==> src/rtl/out_uart_tx_pkg.sv <==
// -----------------------------------------------------------------------------
// cpu_io_pkg
// Shared definitions for the processor serial output stage: transmitter FSM
// state encoding and frame geometry constants.
// -----------------------------------------------------------------------------
package cpu_io_pkg;

   // Transmitter FSM states, 2-bit encoding.
   typedef enum logic [1:0] {
      ST_IDLE  = 2'd0,
      ST_START = 2'd1,
      ST_DATA  = 2'd2,
      ST_STOP  = 2'd3
   } state_e;

   // One 8N1 frame: start + 8 data + stop.
   localparam int FRAME_BITS = 10;
   // Bytes sent per 16-bit processor word.
   localparam int WORD_BYTES = 2;

endpackage

==> src/rtl/out_uart_tx_baud_tick.sv <==
// -----------------------------------------------------------------------------
// baud_tick
// Bit-period timer for the UART transmitter. Counts 0..CLKS_PER_BIT-1 and
// flags the terminal count; restart holds the count at zero so every bit
// period measured after a restart is a full CLKS_PER_BIT cycles.
//
// Ports:
//   clock   in   system clock
//   reset   in   synchronous active-high reset
//   restart in   force the counter back to zero
//   tick    out  high during the last cycle of each bit period
// -----------------------------------------------------------------------------
module baud_tick #(
   parameter int CLKS_PER_BIT = 868
) (
   input  logic clock,
   input  logic reset,
   input  logic restart,
   output logic tick
);

   localparam int CNT_W = $clog2(CLKS_PER_BIT);
   localparam logic [CNT_W-1:0] LAST = CNT_W'(CLKS_PER_BIT - 1);

   logic [CNT_W-1:0] cnt_q, cnt_d;

   always_comb begin
      if (restart || cnt_q == LAST) begin
         cnt_d = '0;
      end else begin
         cnt_d = cnt_q + 1'b1;
      end
   end

   // NOTE: state registers use non-blocking assignments so every flop samples
   // pre-edge values, independent of the order the always blocks run in.
   always_ff @(posedge clock) begin
      if (reset) begin
         cnt_q <= '0;
      end else begin
         cnt_q <= cnt_d;
      end
   end

   assign tick = (cnt_q == LAST);

endmodule

==> src/rtl/out_uart_tx.sv <==
// -----------------------------------------------------------------------------
// out_uart_tx
// Serial output stage for the processor's 16-bit out port. Any change of
// out_word is captured in a one-entry pending buffer and later sent as two
// 8N1 bytes, high byte first, LSB first within each byte.
//
// Ports:
//   clock    in   system clock
//   reset    in   synchronous active-high reset
//   out_word in   processor out port, sampled every cycle
//   tx       out  UART line, idle high
//   busy     out  high while a frame pair is on the line
//   pending  out  high while a word waits in the buffer
//   overrun  out  one-cycle pulse when an unsent buffered word is replaced
// -----------------------------------------------------------------------------
module out_uart_tx
   import cpu_io_pkg::*;
#(
   parameter int CLKS_PER_BIT = 868
) (
   input  logic        clock,
   input  logic        reset,
   input  logic [15:0] out_word,
   output logic        tx,
   output logic        busy,
   output logic        pending,
   output logic        overrun
);

   state_e      state_q, state_d;
   logic [2:0]  bit_idx_q, bit_idx_d;
   logic        byte_sel_q, byte_sel_d;   // 0 = high byte, 1 = low byte
   logic [15:0] word_q, word_d;           // word currently on the line
   logic        tx_q, tx_d;
   logic        busy_q, busy_d;
   logic        pending_q, pending_d;
   logic [15:0] pend_word_q, pend_word_d;
   logic [15:0] prev_q;
   logic        overrun_q, overrun_d;

   logic        tick;
   logic        load;
   logic        change;
   logic [7:0]  cur_byte;
   logic [2:0]  nxt_idx;

   // Counter sits at zero while idle, so the start bit gets a full period.
   baud_tick #(.CLKS_PER_BIT(CLKS_PER_BIT)) u_baud (
      .clock   (clock),
      .reset   (reset),
      .restart (state_q == ST_IDLE),
      .tick    (tick)
   );

   assign cur_byte = byte_sel_q ? word_q[7:0] : word_q[15:8];
   assign nxt_idx  = bit_idx_q + 3'd1;
   assign change   = (out_word != prev_q);

   // NOTE: every signal driven here gets a default first, so no path through
   // the case leaves one unassigned and no latch is inferred.
   always_comb begin
      state_d    = state_q;
      bit_idx_d  = bit_idx_q;
      byte_sel_d = byte_sel_q;
      word_d     = word_q;
      tx_d       = tx_q;
      busy_d     = busy_q;
      load       = 1'b0;

      // tx_d is the line level for the state being entered, so tx is a flop.
      case (state_q)
         ST_IDLE: begin
            tx_d = 1'b1;
            if (pending_q) begin
               load       = 1'b1;
               word_d     = pend_word_q;
               byte_sel_d = 1'b0;
               bit_idx_d  = 3'd0;
               state_d    = ST_START;
               tx_d       = 1'b0;
               busy_d     = 1'b1;
            end
         end
         ST_START: begin
            if (tick) begin
               state_d   = ST_DATA;
               bit_idx_d = 3'd0;
               tx_d      = cur_byte[0];
            end
         end
         ST_DATA: begin
            if (tick) begin
               if (bit_idx_q == 3'd7) begin
                  state_d = ST_STOP;
                  tx_d    = 1'b1;
               end else begin
                  bit_idx_d = nxt_idx;
                  tx_d      = cur_byte[nxt_idx];
               end
            end
         end
         ST_STOP: begin
            if (tick) begin
               if (!byte_sel_q) begin
                  // High byte done: low byte follows with no idle gap.
                  byte_sel_d = 1'b1;
                  state_d    = ST_START;
                  tx_d       = 1'b0;
               end else begin
                  byte_sel_d = 1'b0;
                  state_d    = ST_IDLE;
                  busy_d     = 1'b0;
               end
            end
         end
         default: state_d = ST_IDLE;
      endcase

      // A load drains the old buffered word on the same edge a new change
      // fills it, so that case is neither an overrun nor a lost pending.
      pend_word_d = change ? out_word : pend_word_q;
      pending_d   = change | (pending_q & ~load);
      overrun_d   = change & pending_q & ~load;
   end

   always_ff @(posedge clock) begin
      if (reset) begin
         state_q     <= ST_IDLE;
         bit_idx_q   <= 3'd0;
         byte_sel_q  <= 1'b0;
         word_q      <= 16'h0000;
         tx_q        <= 1'b1;
         busy_q      <= 1'b0;
         pending_q   <= 1'b0;
         pend_word_q <= 16'h0000;
         prev_q      <= 16'h0000;
         overrun_q   <= 1'b0;
      end else begin
         state_q     <= state_d;
         bit_idx_q   <= bit_idx_d;
         byte_sel_q  <= byte_sel_d;
         word_q      <= word_d;
         tx_q        <= tx_d;
         busy_q      <= busy_d;
         pending_q   <= pending_d;
         pend_word_q <= pend_word_d;
         prev_q      <= out_word;
         overrun_q   <= overrun_d;
      end
   end

   assign tx      = tx_q;
   assign busy    = busy_q;
   assign pending = pending_q;
   assign overrun = overrun_q;

endmodule

==> config.mk <==
export PLATFORM = sky130hd
export DESIGN_NAME = out_uart_tx
export DESIGN_NICKNAME = d
export VERILOG_FILES = /design/src/rtl/out_uart_tx_pkg.sv /design/src/rtl/out_uart_tx_baud_tick.sv /design/src/rtl/out_uart_tx.sv
export SDC_FILE = /design/constraint.sdc
export NUM_CORES = 1
export LEC_CHECK = 0
export ABC_AREA = 1
export CAP_MARGIN = 20
export CORE_ASPECT_RATIO = 1.1
export CORE_MARGIN = 2
export CORE_UTILIZATION = 40
export CTS_BUF_LIST = sky130_fd_sc_hd__clkbuf_4 sky130_fd_sc_hd__clkbuf_8
export DETAILED_ROUTE_END_ITERATION = 8
export SYNTH_ARGS = -nofsm -noshare
export SYNTH_HDL_FRONTEND = slang
export SYNTH_SLANG_ARGS = --single-unit
==> constraint.sdc <==
create_clock -name clock -period 2 [get_ports clock]
set_input_delay 0.5 -clock clock [delete_from_list [all_inputs] [get_ports clock]]
set_output_delay 0.5 -clock clock [all_outputs]
set_load 0.05 [all_outputs]
[Word-level counts from Yosys, hierarchy flattened]
Index checks and enable logic that the tools add are counted.
Cells by class
  add/sub/neg operators: 2
  order comparisons: 1
  equality and inequality tests: 14
  muxes and demuxes: 32
  bitwise operators: 5
  reduce and logical (&&, ||, !) cells: 11
Operators with widths (count)
  $mux W1: 16
  $ne A16 B16 Y1: 1
  $ne A2 B2 Y1 const B: 8
  $mux W3: 4
  $add A10 B1 Y10 const B: 1
  $eq A10 B10 Y1 const B: 1
  $mux W2: 5
  $reduce_and A5 Y1: 2
  $pmux W3 S3: 1
  $mux W8: 1
  $pmux W2 S4: 1
  $reduce_and A4 Y1: 2
  $eq A2 B2 Y1 const B: 2
  $lt A3 B4 Y1 const B: 1
  $pmux W1 S2: 2
  $pmux W1 S4: 1
  $add A3 B1 Y3 const B: 1
  $and A1 B1 Y1: 3
  $bmux W1 S3: 1
  $eq A3 B3 Y1 const B: 1
  $reduce_and A3 Y1: 1
  $reduce_bool A3 Y1: 1
  $eq A2 B1 Y1 const B: 1
  $logic_not A2 Y1: 1
  other kinds (6): 6
Storage, ports and cells
  register bits after elaboration: 68
  output and inout bits: 4
  word-level logic and storage cells: 76

[Logic depth before layout (Yosys ltp)]
Gate-level depths: netlist of run 1.
  word-level depth: 6
  mapped depth: 12
  depth with buffers taken out: 11

[Cells and area by module]
A second synthesis of run 1 with hierarchy kept.
Unflattened totals
  cells, all modules: 393
  area total of the unflattened synthesis: 2971.6 um^2
By module, submodules not included
  out_uart_tx: times used 1, cells each 330, area each 2483.6 um^2, sequential area each 1161.1 um^2
  baud_tick: times used 1, cells each 63, area each 488.0 um^2, sequential area each 200.2 um^2

[Least setup slack after synthesis of run 1]
OpenSTA, ideal clock, no wires.
  kind: flip-flop to flip-flop
  start point: register state_q[0]
  end point: register bit_idx_q[0]
  data arrival time: 1.444 ns
  setup slack: 0.436 ns
  stages on the path, launching flop included: 9
  cell sequence: dfxtp_1 -> inv_1 -> ha_1 -> nand2_1 -> inv_1 -> nor3_1 -> nand2_1 -> o21ai_0 -> a21oi_1
Between the ends
  longest elaborated chain between the ends: 3
  elaborated cells between the ends (all ways): 10
  classes of those cells: eq/ne: 6; mux: 1; reduce/logical: 3
Ends and longest elaborated chain
  from (decl): RTL line out_uart_tx.sv:30  | state_e state_q, state_d;
  from (signal assigned): RTL line out_uart_tx.sv:139  | state_q <= state_d;
  $eq A2 B2 Y1, or another cell as far along: RTL line out_uart_tx.sv:71  | case (state_q)
  $ne A2 B2 Y1 (no source line) / $reduce_bool A3 Y1 (equally long branches)
  $reduce_and A5 Y1 (no source line)
  to (signal assigned): RTL line out_uart_tx.sv:140  | bit_idx_q <= bit_idx_d;
  to (decl): RTL line out_uart_tx.sv:31  | logic [2:0] bit_idx_q, bit_idx_d;
Parallel ways exist; a longest one is shown, timed or not.
A chain may end at the register's enable or synchronous reset.

[Final worst setup path of run 1]
Ends and elaborated chain as after synthesis.

==> qor.txt, run 1 <==
Sw Share - 0.365
Final setup fails - 0
CP max FO - 5
Most frequent cells after synthesis - dfxtp_1, nand2_1, inv_1, nor2_1, a21oi_1
Combinational Power Share - 0.344
Internal power - 2740 uW
Placed insts - 546
Static leakage - 0.00168 uW
Largest stage delay on the critical path - 0.42 ns
Layout cells sized above 1 - 0.123
Max Cap Viol - 0
Setup WS pre-CTS - -0.0275 ns
Initial antenna violation count - 0
Fin. max-slew vios - 0
Crit-path leading delay family - flip-flops
Unique masters post-synth - 32
# diodes - 0
GRT Total Usage - 0.160
Reg2reg end - bit_idx_q[0]
Power Total - 4310 uW
Most frequent CP cell - inv_1
I/O pins - 22
Routed Antenna Nets - 0
Asr flop ratio synth - 0
Post-Syn Instances - 410
Period utilization - 0.839
DR WL/cell - 10.4 um
Cts hold-fix bufs - 0
Pin slew with the least headroom to its limit - 0.497 ns
R2R depth - 8
Final hold viol count - 0
Most common cell in the netlist - dfxtp_1
Setup slack after layout - 0.322 ns
VDD IR max - 0.382 mV
Placement Rows - 33
Post-placement cell area - 0.00356 sq mm
Pin count of the biggest net entering global routing - 28
Share of power burned in registers - 0.397
Die Wd - 88.0 um
Vias/cell - 4.57
Psw - 1570 uW
Final Wtd Congestion - 0.741
Post-route cell area - 0.00377 sq mm
Starting Density - 0.413
Critical path class - reg2reg
CP cell instances - inv_1 > ha_1 > inv_1 > nor2_1 > nor3_2 > nand2_1 > o21ai_0 > a21oi_1
Mapped Nets - 437
PD cells - 1140 mW/mm^2
Setup TNS Final - 0 ns
FF-to-FF Start - state_q[0]
Primary FF master, synth - dfxtp_1
Synth-to-layout area growth - 21.2%
Sequential share of the synthesized area - 0.438
Clk buf depth - 2
Vias in the first global route - 2521
Ranking of synthesized cells by area - dfxtp_1, nand2_1, a21oi_1
Clock sinks - 68
Initial DRC count - 105
Setup crit end kind - register
Gr ovfl total - 0
Setup Fix Bufs, Post-CTS - 0
Synth area leader - dfxtp_1
Number of buffers created by CTS - 9
CTS tree - built
Ys Warns - 0
Synthesized flop and latch total - 68
RSZ-0062 raised after global routing - no
Cell Area, Synth - 0.00311 sq mm
Crit path buf inv count - 2
Clock Pin Slew Worst Setup and Hold Paths - 0.07 ns
DR pass1 iterations - 4
Status - finished, final reports clean
Syn avg cell area - 7.58 sq um
Core area - 0.00751 sq mm
Hold crit path type - reg2reg
DIE AREA - 0.00849 sq mm
Clock Root Buffer - clkbuf_8
Worst hold stages - 2
DIE HEIGHT - 96.4 um
Port-buffer cells - 21
Clock power share - 0.258
First-pass GRT wire length - 10700 um
Worst R2R Setup Slack - 0.32 ns
Max Fclk - 0.596 GHz
Min-Delay Endpoint - word_q[15]
Critical Path Start Type - register
Vias - 2567
Fill cell count - 791
H-tree depth - 3
Max stage delay cell, worst path - dfxtp_1
Skew final - 0.00975 ns
Worst path required time - 2.22 ns
DP HPWL - 4320 um
DRC viols - 0
Skew-Pair Late Insertion Delay - 0.34 ns
Min Tclk post-route - 1.68 ns
Yosys top cell area share - 0.438
Max_slew headroom - 0.668
Final nets - 479
DRT Wirelength - 5870 um
WP data arrival - 1.90 ns
EDFF count, synth - 0
Layout Cells excl Fill - 562
Min-delay src - word_q[15]
[what timing repair did]
action	in CTS	in global routing
endpoints found under the hold margin	0	0
endpoints found under the setup margin	0	3
gates resized for setup	0	3
[tightest hold or removal path: cells and delay by family, from the launching register on]
kind            cells  cell delay (ns)
compound gates      1             0.05
buf+inv             1             0.06
flops               1             0.30
[cells in the final DEF, fill, tap and decap left out, types with 2 or more instances in the layout]
master | Yosys | final
a21oi_1 | 44 | 44
buf_12 | 0 | 2
buf_4 | 4 | 25
clkbuf_8 | 0 | 9
clkdlybuf4s50_1 | 0 | 17
clkinvlp_4 | 0 | 4
dfxtp_1 | 68 | 68
dlymetal6s2s_1 | 0 | 2
ha_1 | 9 | 9
inv_1 | 57 | 57
nand2_1 | 66 | 66
nand3_1 | 22 | 22
nand3_2 | 3 | 3
nand3b_1 | 12 | 12
nand4_1 | 6 | 6
nor2_1 | 50 | 50
nor2_4 | 2 | 2
nor3_1 | 6 | 5
nor3_2 | 2 | 3
o21a_1 | 3 | 3
o21ai_0 | 19 | 19
o21ai_2 | 2 | 2
xnor2_1 | 12 | 12
xor2_1 | 3 | 3
[flip-flops by register name, indices dropped and copies added (netlist names), 2 cells and up]
signal / count
bit_idx_q: 3
pend_word_q: 16
prev_q: 16
state_q: 2
u_baud.cnt_q: 10
word_q: 16
[layout make-up]
type,instances,area [sq um],area share
Multi-Input combinational cell,269,1440,0.381
Timing Repair Buffer,46,423,0.112
Inverter,58,218,0.0578
Tap cell,105,131,0.0349
Clock buffer,10,131,0.0349
Sequential cell,68,1360,0.361
Clock inverter,6,65.1,0.0173
[worst max-delay path by stage]
stage                             from            to  cells past startpoint
final                       state_q[0]  bit_idx_q[0]                      8
after global routing        state_q[0]    state_q[1]                     11
after CTS                         busy          busy                      1
after detailed placement  out_word[15]       pending                      7
after global placement    out_word[15]       pending                      7
after floorplan             state_q[0]  bit_idx_q[0]                      8
[metrics by stage]
stage / hold WS, ns / utilization
floorplan: 0.429 / -
global placement: 0.442 / 0.474
detailed placement: 0.441 / 0.474
CTS: 0.453 / 0.500
global route: 0.482 / 0.501
finish: 0.451 / 0.501
[power by group through the flow]
stage	Sequential [uW]	Clock [uW]	Combinational [uW]
floorplan	1780	0	1070
global placement	1740	0	1470
detailed placement	1740	0	1490
CTS	1710	1150	1490
global route	1740	1210	1740
finish	1710	1110	1480
[logic make-up after synthesis]
logic type / after synthesis / synth area share
AND/OR/NAND/NOR: 174 / 0.260
flip-flops: 68 / 0.438
adder cells (fa/ha/maj): 9 / 0.0362
buffers and inverters: 73 / 0.101
XOR/XNOR: 15 / 0.0423
AO/OA/AOI/OAI: 71 / 0.122
[routing by layer]
metal	GRT usage	wire, um
met1	0.199	2880
met2	0.272	2710
met3	0.0391	218
met4	0.0568	70
met5	0	0
No activity file was read; power rests on OpenSTA's default activity.
==> run 2: changes to the inputs <==
Clock period 2 ns to 1.6 ns, I/O delays scaled along.
==> run 2 against run 1 <==
  * Total power is 40% higher
  * Critical path depth rose by 2
  * Clock skew is 0.00065 ns higher
  * Sequential share of layout area fell by 3.6 points
  * Routed wire length is 11% higher
  * Die area stayed put
  * Flip-flop and latch count unchanged
==> qor.txt, run 2 (synthesis results as in run 1) <==
Status - finished, final reports clean
Initial DRC count - 68 (-35%)
Final hold viol count - 0 (unchanged)
Initial antenna violation count - 0 (unchanged)
# diodes - 0 (unchanged)
Power Total - 6020 uW (+40%)
Final Wtd Congestion - 0.778 (+5.0%)
WP data arrival - 1.78 ns (-0.12 ns)
Synth-to-layout area growth - 34.8%
Final nets - 501 (+4.6%)
Max_slew headroom - 0.808 (+0.140)
CTS tree - built
Vias in the first global route - 2468 (-2.1%)
Skew-Pair Late Insertion Delay - 0.35 ns (about the same)
Layout cells sized above 1 - 0.188 (+0.0654)
Regs by FF count - pend_word_q (16), prev_q (16), word_q (16)
VDD IR max - 0.634 mV (+66%)
GRT Total Usage - 0.159 (-0.00176)
Setup WS pre-CTS - -0.384 ns (-0.356 ns)
DIE HEIGHT - 96.4 um (unchanged)
Pin slew with the least headroom to its limit - 0.286 ns (-0.211 ns)
Max Cap Viol - 0 (unchanged)
Layout Utilization - 0.557 (+0.0559)
DIE AREA - 0.00849 sq mm (unchanged)
CP max FO - 6 (+1)
Most frequent cells in the layout - dfxtp_1, nand2_1, inv_1
Placement Rows - 33 (unchanged)
Period utilization - 0.963
Routed Antenna Nets - 0 (unchanged)
Vias - 2714 (+5.7%)
Static leakage - 0.00196 uW (+17%)
Fill cell count - 728 (-8.0%)
DR pass1 iterations - 4 (unchanged)
Clk buf depth - 2 (unchanged)
Number of buffers created by CTS - 9 (unchanged)
Min Tclk post-route - 1.54 ns
I/O pins - 22 (unchanged)
First-pass GRT wire length - 10500 um (-2.3%)
Most common cell after layout, fill and taps aside - dfxtp_1
Skew final - 0.0104 ns (+0.000653 ns)
DP HPWL - 4460 um (+3.2%)
Gr ovfl total - 0 (unchanged)
H-tree depth - 3 (unchanged)
Port-buffer cells - 21 (unchanged)
Pin count of the biggest net entering global routing - 25 (-11%)
Setup TNS Final - 0 ns (unchanged)
DR WL/cell - 11.1 um (+6.4%)
Critical path class - in2reg
Vias/cell - 4.65 (+1.7%)
Setup crit end kind - register
Core area - 0.00751 sq mm (unchanged)
DRC viols - 0 (unchanged)
PD cells - 1440 mW/mm^2 (+26%)
Clock sinks - 68 (unchanged)
Clock Pin Slew Worst Setup and Hold Paths - 0.07 ns (about the same)
Final setup fails - 0 (unchanged)
DRT Wirelength - 6490 um (+11%)
Cts hold-fix bufs - 0 (unchanged)
Starting Density - 0.413 (unchanged)
Die Wd - 88.0 um (unchanged)
Clock Root Buffer - clkbuf_8
Fin. max-slew vios - 0 (unchanged)
Hold crit path type - in2reg
Max Fclk - 0.649 GHz
Setup slack after layout - 0.0589 ns (-0.263 ns)
Worst path required time - 1.84 ns (-0.38 ns)
Critical Path Start Type - primary input
==> run 2: cell count changes in the layout (fill, tap and decap cells not counted), sizes merged <==
cell           delta
clkinv            -1
bufinv            +1
buf              +20
clkbuf            +7
clkdlybuf4s50    -14
clkinvlp          -3
dlymetal6s2s     +12
==> run 2: layer usage <==
metal,wire length (um),global-route usage,vias to the layer above
met3,140,0.0382,11
met2,3220,0.262,30
met1,3000,0.195,1234
met4,138,0.0758,0
met5,0,0,-
li1,-,-,1439
==> run 2: through the flow <==
stage	std cells	cell area (sq um)	hold slack (ns)
2_1_floorplan	410	3110	0.429
3_3_place_gp	559	3710	0.442
3_5_place_dp	559	3710	0.445
4_1_cts	575	3960	0.456
5_1_grt	584	4190	0.434
6_report	584	4190	0.420
==> run 2: timing repair <==
item | 4_1_cts | 5_1_grt
buffers inserted | 0 | 5
endpoints found under the setup margin | 1 | 24
pin swaps | 0 | 13
gates resized for setup | 1 | 29
cloned | 0 | 4
==> run 2: worst max-delay path, stage by stage <==
cell and delay [ns]:
clkdlybuf4s50_1 0.43, xor2_1 0.17, nor2_1 0.12, nand2_1 0.09, nor2_4 0.14, buf_6 0.13
clkbuf_16 0.13, nand3b_1 0.08, nand2_1 0.06, nor2_1 0.04
==> run 2: worst paths after layout <==
| kind | from | to | slack [ns] | depth (start not counted) |
|---|---|---|---|---|
| worst max register to register | bit_idx_q[0] | bit_idx_q[2] | 0.11 | 8 |
| worst max-delay path | out_word[6] | pend_word_q[7] | 0.06 | 10 |
| worst min register to register | word_q[4] | word_q[4] | 0.45 | 2 |
| worst min-delay path | out_word[13] | prev_q[13] | 0.42 | 4 |
==> run 2: report_power, final <==
part	internal [uW]	leakage, uW	switching [uW]
logic	963	0.00128	1260
registers	1970	0.000563	139
clock network	1020	0.000119	660
total	3960	0.00196	2060
==> run 2: final cells by class <==
class	count	area [sq um]	share of cell area
Inverter	58	218	0.0520
Multi-Input combinational cell	269	1480	0.354
Clock buffer	13	173	0.0412
Tap cell	105	131	0.0314
Clock inverter	3	67.6	0.0161
Timing Repair Buffer	68	753	0.180
Sequential cell	68	1360	0.325
==> run 3: changes to the inputs <==
Settings changed: CAP_MARGIN 20 to default.
==> results of run 3 <==
The final DEF is identical to that of run 2; final timing and power are the same.
